File: src/rtl/uart_tx_if.sv
// ----------------------------------------------------------------------------
// Module  : uart_tx_if
// Brief   : Parallel-in / serial-out handshake bundle for the UART transmitter.
// Revision: 1.0
// ----------------------------------------------------------------------------
`default_nettype none

interface uart_tx_if #(
  parameter int DATA_WIDTH = 8
);
  logic [DATA_WIDTH-1:0] P_DATA_IN;
  logic                  DATA_VALID;
  logic                  TX_OUT;
  logic                  BUSY;

  modport master (
    output P_DATA_IN,
    output DATA_VALID,
    input  TX_OUT,
    input  BUSY
  );

  modport slave (
    input  P_DATA_IN,
    input  DATA_VALID,
    output TX_OUT,
    output BUSY
  );
endinterface

`default_nettype wire

File: src/rtl/uart_tx.sv
// ----------------------------------------------------------------------------
// Module  : uart_tx
// Brief   : UART transmitter: start bit, LSB-first data, optional parity, stop.
// Revision: 1.0
// ----------------------------------------------------------------------------
`default_nettype none

module uart_tx #(
  parameter int DATA_WIDTH = 8,
  parameter int N          = 16,
  parameter int PAR_EN     = 0,
  parameter int PAR_TYPE   = 0
) (
  input  logic      clk,
  input  logic      rst,
  uart_tx_if.slave  bus
);

  localparam int PW = (N > 1) ? $clog2(N) : 1;
  localparam int BW = (DATA_WIDTH > 1) ? $clog2(DATA_WIDTH) : 1;

  localparam logic [PW-1:0] C_LAST_TICK = PW'(N - 1);
  localparam logic [BW-1:0] C_LAST_BIT  = BW'(DATA_WIDTH - 1);

  localparam logic [2:0] S_IDLE   = 3'd0;
  localparam logic [2:0] S_START  = 3'd1;
  localparam logic [2:0] S_DATA   = 3'd2;
  localparam logic [2:0] S_PARITY = 3'd3;
  localparam logic [2:0] S_STOP   = 3'd4;

  logic [2:0]            r_state,    w_state_nxt;
  logic [PW-1:0]         r_prescale, w_prescale_nxt;
  logic [BW-1:0]         r_bit_cnt,  w_bit_cnt_nxt;
  logic [DATA_WIDTH-1:0] r_shreg,    w_shreg_nxt;
  logic                  r_parity,   w_parity_nxt;
  logic                  r_tx,       w_tx_nxt;
  logic                  r_busy,     w_busy_nxt;
  logic                  w_bit_end;
  logic                  w_last_bit;

  assign w_bit_end  = (r_prescale == C_LAST_TICK);
  assign w_last_bit = (r_bit_cnt == C_LAST_BIT);

  always_ff @(posedge clk) begin
    if (rst) begin
      r_state    <= S_IDLE;
      r_prescale <= '0;
      r_bit_cnt  <= '0;
      r_shreg    <= '0;
      r_parity   <= 1'b0;
      r_tx       <= 1'b1;
      r_busy     <= 1'b0;
    end else begin
      r_state    <= w_state_nxt;
      r_prescale <= w_prescale_nxt;
      r_bit_cnt  <= w_bit_cnt_nxt;
      r_shreg    <= w_shreg_nxt;
      r_parity   <= w_parity_nxt;
      r_tx       <= w_tx_nxt;
      r_busy     <= w_busy_nxt;
    end
  end

  always_comb begin
    w_state_nxt    = r_state;
    w_prescale_nxt = w_bit_end ? '0 : r_prescale + PW'(1);
    w_bit_cnt_nxt  = r_bit_cnt;
    w_shreg_nxt    = r_shreg;
    w_parity_nxt   = r_parity;
    case (r_state)
      S_IDLE: begin
        w_prescale_nxt = '0;
        w_bit_cnt_nxt  = '0;
        if (bus.DATA_VALID) begin
          w_state_nxt  = S_START;
          w_shreg_nxt  = bus.P_DATA_IN;
          w_parity_nxt = (PAR_TYPE != 0) ? ~^bus.P_DATA_IN : ^bus.P_DATA_IN;
        end
      end
      S_START: begin
        if (w_bit_end) w_state_nxt = S_DATA;
      end
      S_DATA: begin
        if (w_bit_end) begin
          w_shreg_nxt = r_shreg >> 1;
          if (w_last_bit) begin
            w_bit_cnt_nxt = '0;
            w_state_nxt   = (PAR_EN != 0) ? S_PARITY : S_STOP;
          end else begin
            w_bit_cnt_nxt = r_bit_cnt + BW'(1);
          end
        end
      end
      S_PARITY: begin
        if (w_bit_end) w_state_nxt = S_STOP;
      end
      S_STOP: begin
        if (w_bit_end) w_state_nxt = S_IDLE;
      end
      default: begin
        w_state_nxt    = S_IDLE;
        w_prescale_nxt = '0;
        w_bit_cnt_nxt  = '0;
      end
    endcase
  end

  // Outputs are decoded from the upcoming state so the registered line changes
  // on the same edge as the state itself.
  always_comb begin
    w_tx_nxt   = 1'b1;
    w_busy_nxt = (w_state_nxt != S_IDLE);
    case (w_state_nxt)
      S_START:  w_tx_nxt = 1'b0;
      S_DATA:   w_tx_nxt = w_shreg_nxt[0];
      S_PARITY: w_tx_nxt = w_parity_nxt;
      default:  w_tx_nxt = 1'b1;
    endcase
  end

  assign bus.TX_OUT = r_tx;
  assign bus.BUSY   = r_busy;

endmodule

`default_nettype wire
File: src/flat_wrapper.sv
// flat-port wrapper written by rule: the top's interface ports become plain ports
module uart_tx_flat 
#(
  parameter int DATA_WIDTH = 8,
  parameter int N          = 16,
  parameter int PAR_EN     = 0,
  parameter int PAR_TYPE   = 0
)
  (clk, rst, bus_P_DATA_IN, bus_DATA_VALID, bus_TX_OUT, bus_BUSY);
  uart_tx_if #(.DATA_WIDTH(DATA_WIDTH)) bus_i ();
  input  logic clk;
  input  logic rst;
  input wire logic [$bits(bus_i.P_DATA_IN)-1:0] bus_P_DATA_IN;
  input wire logic [$bits(bus_i.DATA_VALID)-1:0] bus_DATA_VALID;
  output wire logic [$bits(bus_i.TX_OUT)-1:0] bus_TX_OUT;
  output wire logic [$bits(bus_i.BUSY)-1:0] bus_BUSY;
  assign bus_i.P_DATA_IN = bus_P_DATA_IN;
  assign bus_i.DATA_VALID = bus_DATA_VALID;
  assign bus_TX_OUT = bus_i.TX_OUT;
  assign bus_BUSY = bus_i.BUSY;
  uart_tx #(.DATA_WIDTH(DATA_WIDTH), .N(N), .PAR_EN(PAR_EN), .PAR_TYPE(PAR_TYPE)) u_core (.clk(clk), .rst(rst), .bus(bus_i));
endmodule
File: config.mk
export PLATFORM = sky130hd
export DESIGN_NAME = uart_tx_flat
export DESIGN_NICKNAME = d
export VERILOG_FILES = /design/src/rtl/uart_tx_if.sv /design/src/rtl/uart_tx.sv /design/src/flat_wrapper.sv
export SDC_FILE = /design/constraint.sdc
export NUM_CORES = 1
export LEC_CHECK = 0
export ABC_AREA = 1
export ABC_CLOCK_PERIOD_IN_PS = 2400
export CAP_MARGIN = 20
export CORE_ASPECT_RATIO = 0.7
export CORE_UTILIZATION = 58
export CTS_BUF_LIST = sky130_fd_sc_hd__clkbuf_8
export DETAILED_ROUTE_END_ITERATION = 16
export PLACE_DENSITY_LB_ADDON = 0.2
export SLEW_MARGIN = 25
export SYNTH_ARGS = -nofsm -noshare
export SYNTH_HDL_FRONTEND = slang
export SYNTH_SLANG_ARGS = --single-unit
File: constraint.sdc
create_clock -name clk -period 2.4 [get_ports clk]
set_input_delay 0.48 -clock clk [delete_from_list [all_inputs] [get_ports clk]]
set_output_delay 0.48 -clock clk [all_outputs]
set_load 0.01 [all_outputs]
# ---- Word level (Yosys, flattened, before mapping)
# Index checks and enable logic that the tools add are counted.
dict set report totals {
  inputBits 11
  regBits 21
}
dict set report op_classes {
  n_addsub 2
  eq_ne 11
  muxes 16
  n_reduce_logical 9
  n_bitwise 2
}
# cell count
set op_table {}
lappend op_table {{3-bit two-way mux} 8}
lappend op_table {{8-bit two-way mux} 2}
lappend op_table {{8-bit case mux with 2 select lines} 1}
lappend op_table {{3-bit case mux with 5 select lines} 1}
lappend op_table {{3-bit by 2-bit == test with 1-bit output (second input constant)} 4}
lappend op_table {{8-bit parity} 1}
lappend op_table {{3-bit by 1-bit == test with 1-bit output (second input constant)} 2}
lappend op_table {{3-bit == test (second input constant)} 2}
lappend op_table {{3-bit case mux with 2 select lines} 1}
lappend op_table {{3-bit OR reduction} 2}
lappend op_table {{4-bit by 1-bit adder with 4-bit output (second input constant)} 1}
lappend op_table {{4-bit == test (second input constant)} 1}
lappend op_table {{4-bit OR reduction} 1}
lappend op_table {{3-bit by 1-bit adder with 3-bit output (second input constant)} 1}
lappend op_table {{3-bit zero test} 1}
lappend op_table {{1-bit case mux with 3 select lines} 1}
lappend op_table {{3-bit AND reduction} 1}
lappend op_table {{3-bit nonzero test} 1}
lappend op_table {{1-bit two-way mux} 2}
lappend op_table {{2-bit by 1-bit != test with 1-bit output (second input constant)} 1}
lappend op_table {{2-bit != test (second input constant)} 1}
lappend op_table {{1-bit inverter} 2}
lappend op_table {{2-bit AND reduction} 1}
lappend op_table {{2-bit nonzero test} 1}

# ---- Depth between registers and ports, before layout
# Gate-level depths: netlist (run 1).
dict set report logic_depth {
  word_depth 6
  ltp_mapped 11
}

# ---- Least setup slack after synthesis (run 1)
# Ideal clock, no wire load.
dict set report synth_timing {
  path_type {reg2reg}
  start {register u_core.r_prescale[0]}
  end {register u_core.r_busy (netlist: u_core.bus.BUSY)}
  path_buffers 0
  path_stages_with_launch 8
  arrival_ns 1.195
  setup_time_ns 0.120
  path_slack_ns 1.085
  synth_period_minus_slack_ns 1.315
  path_cell_list {dfxtp_1 -> ha_1 -> nand3_4 -> inv_1 -> nand3_1 -> nand3_1 -> o21ai_0 -> or2_1}
}
dict set report synth_via {
  elab_chain_cells 4
}
# element line
set synth_lines {}
lappend synth_lines {{start: declaration} uart_tx.sv:32} ;# logic [PW-1:0] r_prescale, w_prescale_nxt;
lappend synth_lines {{start signal: assignment} uart_tx.sv:55} ;# r_prescale <= w_prescale_nxt;
lappend synth_lines {{4-bit == test (*)} uart_tx.sv:41} ;# assign w_bit_end = (r_prescale == C_LAST_TICK);
lappend synth_lines {{3-bit two-way mux (on tied branches)} --}
lappend synth_lines {{3-bit case mux with 5 select lines (*)} uart_tx.sv:70} ;# case (r_state)
lappend synth_lines {{3-bit nonzero test (*)} uart_tx.sv:112} ;# w_busy_nxt = (w_state_nxt != S_IDLE);
lappend synth_lines {{end signal: assignment} uart_tx.sv:60} ;# r_busy <= w_busy_nxt;
lappend synth_lines {{end: declaration} uart_tx.sv:37} ;# logic r_busy, w_busy_nxt;
# Mark *: on every way between the ends. The rest lies on a longest branch, timed or not.
# A chain may end at the register's enable or synchronous reset.

# ---- Worst setup path after layout (run 1)
dict set report layout_timing {
  start {register u_core.r_tx (netlist: u_core.bus.TX_OUT)}
  end {output bus_TX_OUT}
}
# element line
set layout_lines {}
lappend layout_lines {{start: declaration} uart_tx.sv:36} ;# logic r_tx, w_tx_nxt;
lappend layout_lines {{start signal: assignment} uart_tx.sv:59} ;# r_tx <= w_tx_nxt;
lappend layout_lines {{end: declaration} flat_wrapper.sv:15} ;# output wire logic [$bits(bus_i.TX_OUT)-1:0] bus_TX_OUT;
# No word-level cell between the ends.

==> flow_metrics.tcl, run 1 <==
set metrics [dict create \
    grt_pass1_vias 839 \
    drt_wl_total_um 2290 \
    dieArea_mm2 0.00215 \
    dr.first_iter.drc_count 50 \
    cts.sinks 21 \
    die-height_um 39.1 \
    regArea_um2 420 \
    num_rows 13 \
    p_leak_nw 0.649 \
    rsz0062_at_grt "false" \
    wire_per_inst_um 10.8 \
    vias 1085 \
    ff2ff_setup_slack_ns 0.83 \
    antenna_found_initial 0 \
    clk_pin_slew_ns 0.08 \
    cpLargestDelayFamily "buffers and inverters" \
    tns_ns 0 \
    setup_viol 0 \
    worstSetupPathType "register to output pin" \
    num_antenna_cells 0 \
    intPower_w 0.000531 \
    final_hold_viol_count 0 \
    power.switching_w 0.000194 \
    outcome "finished clean" \
    path_cells "clkdlybuf4s50_1" \
    power_density_mw_per_mm2 545 \
    start_util 0.615 \
    drc 0 \
    postCtsSetupBuffers 0 \
    synthCells 175 \
    synth_area_per_cell_um2 6.52 \
    hold_path_class "register to register" \
    pwr-share-comb 0.159 \
    syn_nets 189 \
    yosysWarnings 0 \
    hpwl_um 1800 \
    gp_congestion 0.771 \
    cp-start-kind "register" \
    cp.arrival_ns 1.10 \
    core_area_mm2 0.00185 \
    path_max_fanout 1 \
    vias_per_cell 5.12 \
    final_util 0.717 \
    yosysSeqAreaShare 0.368 \
    ctsResizeCount 0 \
    numCtsBuffers 3 \
    timing.fmax_mhz 633 \
    io_pins 13 \
    ant_nets 0 \
    cp.required_ns 1.92 \
    fin_skew_ns 0.00372 \
    cap_violations 0 \
    yosysUniqueCellTypes 23 \
    ys_ff_latch 21 \
    grt_usage 0.245 \
    timing.final.crit_share 0.658 \
    clock_latency_ns 0.26 \
    grt_max_degree 15 \
    cpPeakStageDelay_ns 0.52 \
    clock_path_buffers 2 \
    overflow 0 \
    portBuffers 12 \
    switching_share 0.268 \
    grt_pass1_wl_um 3600 \
    drv_slew 0 \
    power_frac_seq 0.515 \
    path_buf_inv 1 \
    multiInputGateArea_um2 612 \
    drt-pass1-iter-count 4 \
    nNetsFinal 205 \
    tightest_slew_ns 0.339 \
    max_slew_margin 0.774 \
    h-tree-depth 1 \
    finalCriticalPeriod_ns 1.58 \
    area.growth.synth_to_final_pct 16.6 \
    slowest_stage "clkdlybuf4s50_1" \
    clkPwrFrac 0.326 \
    drive_above_1_share 0.0737 \
    total_power_w 0.000725 \
    netlist_area_mm2 0.00114 \
    cts_hold_buf 0 \
    tritoncts "done" \
    root_buffer "clkbuf_8" \
    nFillCells 156 \
    vdd_ir_drop_max_uv 514 \
    die_x_um 55.0 \
    cp-end-kind "output pin" \
]
## path summary, 6_finish.rpt
path / depth (start not counted) / startpoint / endpoint
hold / removal: 1 / u_core.r_prescale[0] / u_core.r_prescale[0]
setup / recovery: 1 / u_core.bus.TX_OUT / bus_TX_OUT
setup reg to reg: 8 / u_core.r_prescale[0] / u_core.bus.TX_OUT
hold reg to reg: 1 / u_core.r_prescale[0] / u_core.r_prescale[0]
## power by group through the flow
| stage | Clock, W | Sequential, W | Combinational (W) |
|---|---|---|---|
| after floorplan | 0 | 0.000381 | 0.0000688 |
| after global placement | 0 | 0.000381 | 0.000110 |
| after CTS | 0.000244 | 0.000373 | 0.000116 |
| after detailed placement | 0 | 0.000381 | 0.000116 |
| after global routing | 0.000252 | 0.000375 | 0.000134 |
| final | 0.000236 | 0.000373 | 0.000116 |
## state kept, by name, summed over array words and instances, names as in the netlist
register / count
u_core.r_shreg: 8
u_core.r_prescale: 4
u_core.r_bit_cnt: 3
u_core.r_state: 3
u_core.bus.BUSY: 1
u_core.bus.TX_OUT: 1
u_core.r_parity: 1
## cell usage in the layout (no fill, tap or decap)
| cell type | n |
|---|---|
| inv_1 | 24 |
| nor2_1 | 16 |
| clkbuf_8 | 3 |
| a31oi_2 | 1 |
| buf_4 | 1 |
| clkdlybuf4s50_1 | 12 |
| nand3_2 | 1 |
| or2_1 | 1 |
| nand3_1 | 7 |
| a22oi_1 | 4 |
| nand2_1 | 67 |
| nand2_2 | 2 |
| a31oi_1 | 2 |
| clkinvlp_4 | 1 |
| ha_1 | 3 |
| dfxtp_1 | 21 |
| xor2_1 | 1 |
| nand3_4 | 1 |
| nor2_4 | 1 |
| a21oi_1 | 10 |
| o21ai_1 | 2 |
| inv_2 | 1 |
| xnor2_1 | 1 |
| nor2_2 | 2 |
| o21ai_0 | 5 |
## Yosys cell counts, drive strengths merged
cell type / n / area share
a22oi: 4 / 0.026
a31oi: 3 / 0.022
xor2: 1 / 0.0077
nand2: 69 / 0.23
clkbuf: 1 / 0.0033
xnor2: 1 / 0.0077
or2: 1 / 0.0055
inv: 25 / 0.082
dfxtp: 21 / 0.37
nor2: 19 / 0.073
nand3: 9 / 0.055
a21oi: 10 / 0.044
o21ai: 7 / 0.031
ha: 3 / 0.033
buf: 1 / 0.0099
## through the flow
stage | cells | setup slack (ns) | instance area (um2) | hold WS [ns]
3_3_place_gp | 208 | 0.642 | 1280 | 0.436
5_1_grt | 212 | 0.688 | 1330 | 0.471
2_1_floorplan | 175 | 1.09 | 1140 | 0.418
4_1_cts | 212 | 0.816 | 1330 | 0.453
6_report | 212 | 0.820 | 1330 | 0.449
3_5_place_dp | 208 | 0.555 | 1280 | 0.439
## layer usage
| metal | routed length (um) | up-vias | share of wire | GRT usage |
|---|---|---|---|---|
| li1 | - | 579 | - | - |
| met1 | 1100 | 474 | 0.48 | 0.301 |
| met2 | 1030 | 26 | 0.45 | 0.410 |
| met3 | 119 | 6 | 0.052 | 0.0824 |
| met4 | 32 | 0 | 0.014 | 0.0563 |
| met5 | 0 | - | 0 | 0 |
## area by class of cell
| type | instances | share of cell area |
|---|---|---|
| Clock inverter | 1 | 0.00564 |
| Multi-Input combinational cell | 127 | 0.460 |
| Tap cell | 22 | 0.0207 |
| Timing Repair Buffer | 13 | 0.0960 |
| Clock buffer | 3 | 0.0310 |
| Sequential cell | 21 | 0.316 |
| Inverter | 25 | 0.0706 |
## cell families (layout without fill, tap and decap cells)
family | count (synthesis) | in the layout | synth area share
DFF | 21 | 21 | 0.368
adders and majority gates | 3 | 3 | 0.0329
and+or+nand+nor | 98 | 98 | 0.365
AOI/OAI and AO/OA | 24 | 24 | 0.123
xor gates and xnor gates | 2 | 2 | 0.0154
buffers and inverters | 27 | 42 | 0.0954
Note: power is estimated with default switching activity, not from simulation.
==> run 2: changes to the inputs <==
--- a/config.mk
+++ b/config.mk
@@ -6,10 +6,10 @@
 export NUM_CORES = 1
 export LEC_CHECK = 0
 export ABC_AREA = 1
-export ABC_CLOCK_PERIOD_IN_PS = 2400
+export ABC_CLOCK_PERIOD_IN_PS = 1300
 export CAP_MARGIN = 20
 export CORE_ASPECT_RATIO = 0.7
-export CORE_UTILIZATION = 58
+export CORE_UTILIZATION = 51
 export CTS_BUF_LIST = sky130_fd_sc_hd__clkbuf_8
 export DETAILED_ROUTE_END_ITERATION = 16
 export PLACE_DENSITY_LB_ADDON = 0.2
==> constraint.sdc (replaced) <==
create_clock -name clk -period 1.3 [get_ports clk]
set_input_delay 0.26 -clock clk [delete_from_list [all_inputs] [get_ports clk]]
set_output_delay 0.26 -clock clk [all_outputs]
set_load 0.01 [all_outputs]
==> run 2 against run 1 <==
The run now ends with setup timing left. Total power up 92%. Largest power group unchanged. Critical endpoint is now u_core.bus.BUSY. Non-clock buffer count up 26. Cell area up 25%.
==> flow_metrics.tcl, run 2 (synthesis gave the netlist of run 1 again) <==
set metrics [dict create \
    cts.sinks 21 \
    setup_viol 2 \
    numCtsBuffers 3 \
    clk_pin_slew_ns 0.08 \
    wire_per_inst_um 12.2 \
    dr.first_iter.drc_count 108 \
    fin_ws_ns -0.0288 \
    outcome "finished with violations" \
    timing.fmax_mhz 753 \
    dieArea_mm2 0.00243 \
    grt_max_degree 13 \
    cp.arrival_ns 1.54 \
    final_hold_viol_count 0 \
    fin_skew_ns 0.00706 \
    final_cell_mix "nand2_1 (63), buf_4 (23), inv_1 (22)" \
    layout_commonest_cell "nand2_1" \
    power_density_mw_per_mm2 840 \
    clock_latency_ns 0.26 \
    grt_pass1_wl_um 4510 \
    slowest_stage "dfxtp_2" \
    grt_pass1_vias 1077 \
    drv_slew 0 \
    tightest_slew_ns 0.290 \
    reg.largest.list "u_core.r_shreg x8, u_core.r_prescale x4" \
    timing.final.crit_share 1.02 \
    nNetsFinal 231 \
    ant_nets 0 \
    cap_violations 0 \
    largest_register "u_core.r_shreg" \
    antenna_found_initial 0 \
    num_antenna_cells 0 \
    grt_usage 0.243 \
    m1WireLength_um 1350 \
    start_util 0.575 \
    clock_path_buffers 2 \
    drive_above_1_share 0.310 \
    num_rows 13 \
    rsz0062_at_grt "true" \
    drt_wl_total_um 3010 \
    area.growth.synth_to_final_pct 45.6 \
    vias 1214 \
    vdd_ir_drop_max_uv 760 \
    io_pins 13 \
    largest_register_ffs 8 \
    hold_path_class "input pin to register" \
    tritoncts "done" \
    core_area_mm2 0.00198 \
    dp_cells 237 \
    cp.required_ns 1.51 \
    wl_met2_um 1430 \
    hpwl_um 1890 \
    cp-start-kind "register" \
    cpPeakStageDelay_ns 0.35 \
    wl_met3_um 184 \
    worstSetupPathType "register to register" \
    max_slew_margin 0.806 \
    total_power_w 0.00140 \
    root_buffer "clkbuf_8" \
    vias_per_cell 4.93 \
    gp_congestion 0.827 \
    portBuffers 12 \
    violations "setup timing" \
    nFillCells 119 \
    path_max_fanout 8 \
    finalCriticalPeriod_ns 1.33 \
    h-tree-depth 1 \
    drt-pass1-iter-count 4 \
    path_cells "ha_4 > nand3_4 > nor2_4 > buf_4 > nand2_2 > a31oi_2 > or2_1" \
    die_x_um 58.5 \
    top_layer "met4" \
    drc 0 \
    fin_cells 246 \
    cp-end-kind "register" \
    overflow 0 \
    die-height_um 41.6 \
    p_leak_nw 0.854 \
]
-- run 2: cell types whose count changed in the layout (fill, tap and decap cells not counted), moves of 4 or more --
cell,previous run,this run
nand2_2,2,6
dlymetal6s2s_1,0,7
clkdlybuf4s50_1,12,2
buf_6,0,4
buf_4,1,23
nand2_1,67,63
dfxtp_1,21,15
dfxtp_2,0,6
-- run 2: cell type report --
class	instances	area [um2]	share of cell area
well taps	30	37.5	0.0226
flip-flops and latches	21	428	0.258
multi-input cells	127	706	0.425
clock buffers	3	41.3	0.0248
inverters	25	93.8	0.0565
repair buffers	39	352	0.212
clock inverters	1	3.75	0.00226
-- run 2: per-stage QoR --
step	hold slack, ns	util	setup WS, ns	TNS [ns]	cell area (um2)
after floorplan	0.329	-	0.00629	0	1140
after global placement	0.449	0.731	-0.249	-1.02	1450
after detailed placement	0.461	0.731	-0.292	-1.35	1450
after CTS	0.471	0.781	0.00169	0	1550
after global routing	0.357	0.837	-0.118	-0.667	1660
final	0.343	0.837	-0.0288	-0.0362	1660
-- run 2: metal layers --
metal	track usage	vias to the layer above
li1	-	627
met1	0.315	537
met2	0.398	44
met3	0.0654	6
met4	0.0667	0
met5	0	-
-- run 2: repair_timing --
| action | 4_1_cts | 5_1_grt |
|---|---|---|
| pin swaps | 3 | 9 |
| gates cloned | 0 | 0 |
| endpoints found under the setup margin | 11 | 10 |
| gates resized for setup | 20 | 27 |
| hold buffers | 0 | 0 |
| endpoints found under the hold margin | 0 | 0 |
| setup buffers | 2 | 3 |
-- run 2: worst paths after layout --
| check | startpoint | depth (start not counted) | slack (ns) | endpoint |
|---|---|---|---|---|
| setup / recovery | u_core.r_prescale[0] | 7 | -0.03 | u_core.bus.BUSY |
| hold / removal | bus_P_DATA_IN[7] | 3 | 0.34 | u_core.r_shreg[7] |
| setup reg to reg | u_core.r_prescale[0] | 7 | -0.03 | u_core.bus.BUSY |
| hold reg to reg | u_core.r_shreg[3] | 2 | 0.48 | u_core.r_shreg[3] |
-- run 2: report_power, final --
part | internal [W] | leakage, nW | switching [W]
logic | 0.000128 | 0.653 | 0.000155
registers | 0.000675 | 0.175 | 0.0000170
clock network | 0.000210 | 0.0269 | 0.000210
total | 0.00101 | 0.854 | 0.000382
-- run 2: worst max-delay path: cells and delay by family (launching register included) --
kind | cells | cell delay (ns)
simple gates | 4 | 0.48
flops | 1 | 0.35
buf+inv | 1 | 0.17
fa+ha+maj | 1 | 0.15
compound gates | 1 | 0.13
==> run 3: changes to the inputs <==
--- a/config.mk
+++ b/config.mk
@@ -5,11 +5,10 @@
 export SDC_FILE = /design/constraint.sdc
 export NUM_CORES = 1
 export LEC_CHECK = 0
-export ABC_AREA = 1
 export ABC_CLOCK_PERIOD_IN_PS = 1300
-export CAP_MARGIN = 20
+export CAP_MARGIN = 40
 export CORE_ASPECT_RATIO = 0.7
-export CORE_UTILIZATION = 51
+export CORE_UTILIZATION = 50
 export CTS_BUF_LIST = sky130_fd_sc_hd__clkbuf_8
 export DETAILED_ROUTE_END_ITERATION = 16
 export PLACE_DENSITY_LB_ADDON = 0.2
==> run 3 against run 2 <==
Flip-flop and latch count unchanged. The flow still finishes with violations (setup timing). Worst hold slack improved by 0.15 ns. Synthesized area decreased by 11%. Fmax decreased by 24%. Total power increased by 11%. Worst setup slack got worse by 0.41 ns. Die area decreased by 9.2%. Register-to-register slack got worse by 0.41 ns. Sequential share of layout area decreased by 1.5 points. First-iteration DRC count decreased by 11%. Core utilization increased by 10 points.
==> flow_metrics.tcl, run 3 <==
set metrics [dict create \
    path_max_fanout 5 \
    outcome "finished with violations" \
    overflow 0 \
    vias 1233 \
    cpLargestDelayFamily "simple AND/OR/NAND/NOR gates" \
    numCtsBuffers 3 \
    nNetsFinal 183 \
    timing.final.crit_share 1.34 \
    h-tree-depth 1 \
    num_rows 13 \
    path_cells "buf_4 > inv_1 > nor3_2 > a31oi_1 > or3_1 > a21o_1" \
    drc 0 \
    clock_latency_ns 0.27 \
    worstSetupPathType "register to register" \
    grt_max_degree 13 \
    violations "setup timing" \
    grt_usage 0.407 \
    reg.largest.list "u_core.r_shreg x8, u_core.r_prescale x4" \
    ys_async_sr_fraction 0 \
    timing.fmax_mhz 575 \
    synth_edf_count 0 \
    drt-pass1-iter-count 4 \
    slowest_stage "dfxtp_2" \
    drv_slew 0 \
    start_util 0.536 \
    fin_ws_ns -0.440 \
    clk_pin_slew_ns 0.09 \
    drive_above_1_share 0.530 \
    dieArea_mm2 0.00221 \
    antenna_found_initial 0 \
    synth_top_flop_cell "dfxtp_1" \
    vdd_ir_drop_max_uv 1380 \
    cts.sinks 21 \
    synth_area_per_cell_um2 9.11 \
    synthCells 111 \
    synth.most_common_cell "dfxtp_1" \
    cp-end-kind "register" \
    max_slew_margin 0.774 \
    total_power_w 0.00154 \
    yosysWarnings 0 \
    cap_violations 0 \
    cp_num_cells 6 \
    finalCriticalPeriod_ns 1.74 \
    portBuffers 12 \
    regArea_um2 429 \
    die-height_um 39.6 \
    cpPeakStageDelay_ns 0.41 \
    yosysSeqAreaShare 0.416 \
    dp_slack_ns -0.729 \
    synth.area.top_cells "dfxtp_1 (42%), xnor2_1 (6.9%), a21oi_1 (5.4%)" \
    hpwl_um 1910 \
    power_density_mw_per_mm2 871 \
    p_leak_nw 0.707 \
    path_buf_inv 2 \
    rsz0062_at_grt "true" \
    tightest_slew_ns 0.337 \
    yosysTopAreaCellShare 0.416 \
    whs_ns 0.494 \
    final_util 0.939 \
    cp.arrival_ns 1.92 \
    yosysUniqueCellTypes 35 \
    final_cell_mix "buf_4 (33), dfxtp_1 (16), buf_6 (11)" \
    core_area_mm2 0.00189 \
    final_hold_viol_count 0 \
    placed_cell_area_mm2 0.00137 \
    vias_per_cell 6.49 \
    largest_register_ffs 8 \
    synth_largest_area_cell "dfxtp_1" \
    multiInputGateArea_um2 732 \
    setup_viol 19 \
    fin_skew_ns 0.0126 \
    largest_register "u_core.r_shreg" \
    tritoncts "done" \
    layout_commonest_cell "buf_4" \
    r2r-end "u_core.bus.TX_OUT" \
    nFillCells 53 \
    rr_worst_depth 6 \
    die_x_um 55.7 \
    yosys-top-cells-count "dfxtp_1 (21), nand2_1 (12), a21oi_1 (11)" \
    clock_path_buffers 2 \
    io_pins 13 \
    drt_wl_total_um 4780 \
    root_buffer "clkbuf_8" \
    ant_nets 0 \
    dr.first_iter.drc_count 96 \
    ff2ff_setup_slack_ns -0.44 \
    endpoint "u_core.bus.TX_OUT" \
    gp_congestion 0.874 \
    grt_pass1_vias 1158 \
    grt_pass1_wl_um 6220 \
    r2r-start "u_core.r_state[0]" \
    hold_path_class "register to register" \
    ys_ff_latch 21 \
    critPathLaunch "u_core.r_state[0]" \
    netlist_area_mm2 0.00101 \
    cp.required_ns 1.48 \
    syn_nets 125 \
    num_antenna_cells 0 \
    cp-start-kind "register" \
    final_area_mm2 0.00177 \
    area.growth.synth_to_final_pct 75.2 \
    wire_per_inst_um 25.1 \
]
==> run 3: cell count changes after synthesis, sizes merged, moves of 3 or more <==
cell / change
nor3: +5
nor2: -9
inv: -24
a22oi: +3
o21ai: -4
nand2: -57
xnor2: +7
nand3: -7
==> run 3: through the flow <==
step | std cells | TNS [ns]
2_1_floorplan | 111 | -0.631
3_3_place_gp | 169 | -4.82
3_5_place_dp | 169 | -6.01
4_1_cts | 185 | -2.27
5_1_grt | 190 | -4.63
6_report | 190 | -3.89
==> run 3: per-layer routing <==
layer | track usage | routed length [um]
met1 | 0.467 | 1820
met2 | 0.717 | 2070
met3 | 0.112 | 534
met4 | 0.219 | 354
met5 | 0 | 0
==> run 3: power by group <==
group	switching, W	total [W]	internal, W
sequential	0.0000279	0.000701	0.000673
clock	0.000234	0.000448	0.000214
combinational	0.000190	0.000394	0.000204
==> run 3: worst min-delay path, stage by stage, from the launching register on <==
cell,delay [ns]
dfxtp_1,0.32
nand2_1,0.07
a21oi_2,0.05
==> run 3: worst min-delay path by stage <==
stage	startpoint	slack [ns]	depth (start not counted)	endpoint
3_3_place_gp	u_core.r_shreg[2]	0.44	2	u_core.r_shreg[2]
4_1_cts	bus_DATA_VALID	0.45	3	u_core.bus.BUSY
6_report	u_core.r_shreg[5]	0.49	2	u_core.r_shreg[5]
3_5_place_dp	u_core.r_shreg[2]	0.44	2	u_core.r_shreg[2]
2_1_floorplan	bus_P_DATA_IN[7]	0.40	2	u_core.r_shreg[7]
5_1_grt	u_core.r_shreg[5]	0.52	2	u_core.r_shreg[5]
==> run 3: layout make-up <==
type	count	share of cell area
Clock inverter	1	0.00282
Clock buffer	3	0.0233
Sequential cell	21	0.242
Tap cell	22	0.0155
Timing Repair Buffer	59	0.301
Multi-Input combinational cell	83	0.413
Inverter	1	0.00212
==> run 3: what timing repair did <==
item | 4_1_cts | 5_1_grt
gates resized for setup | 40 | 25
pin swaps | 12 | 11
setup endpoints to repair | 22 | 21
setup buffers | 12 | 9
hold buffers | 0 | 0
==> run 3: cells by family (layout without fill, tap and decap cells) <==
kind of cell	Yosys count	in the layout	synth area share
AO/OA/AOI/OAI	31	31	0.218
XOR/XNOR	10	10	0.0866
adder cells (fa/ha/maj)	3	3	0.0371
buffers and inverters	7	64	0.0384
flip-flops	21	21	0.416
AND/OR/NAND/NOR	39	39	0.204
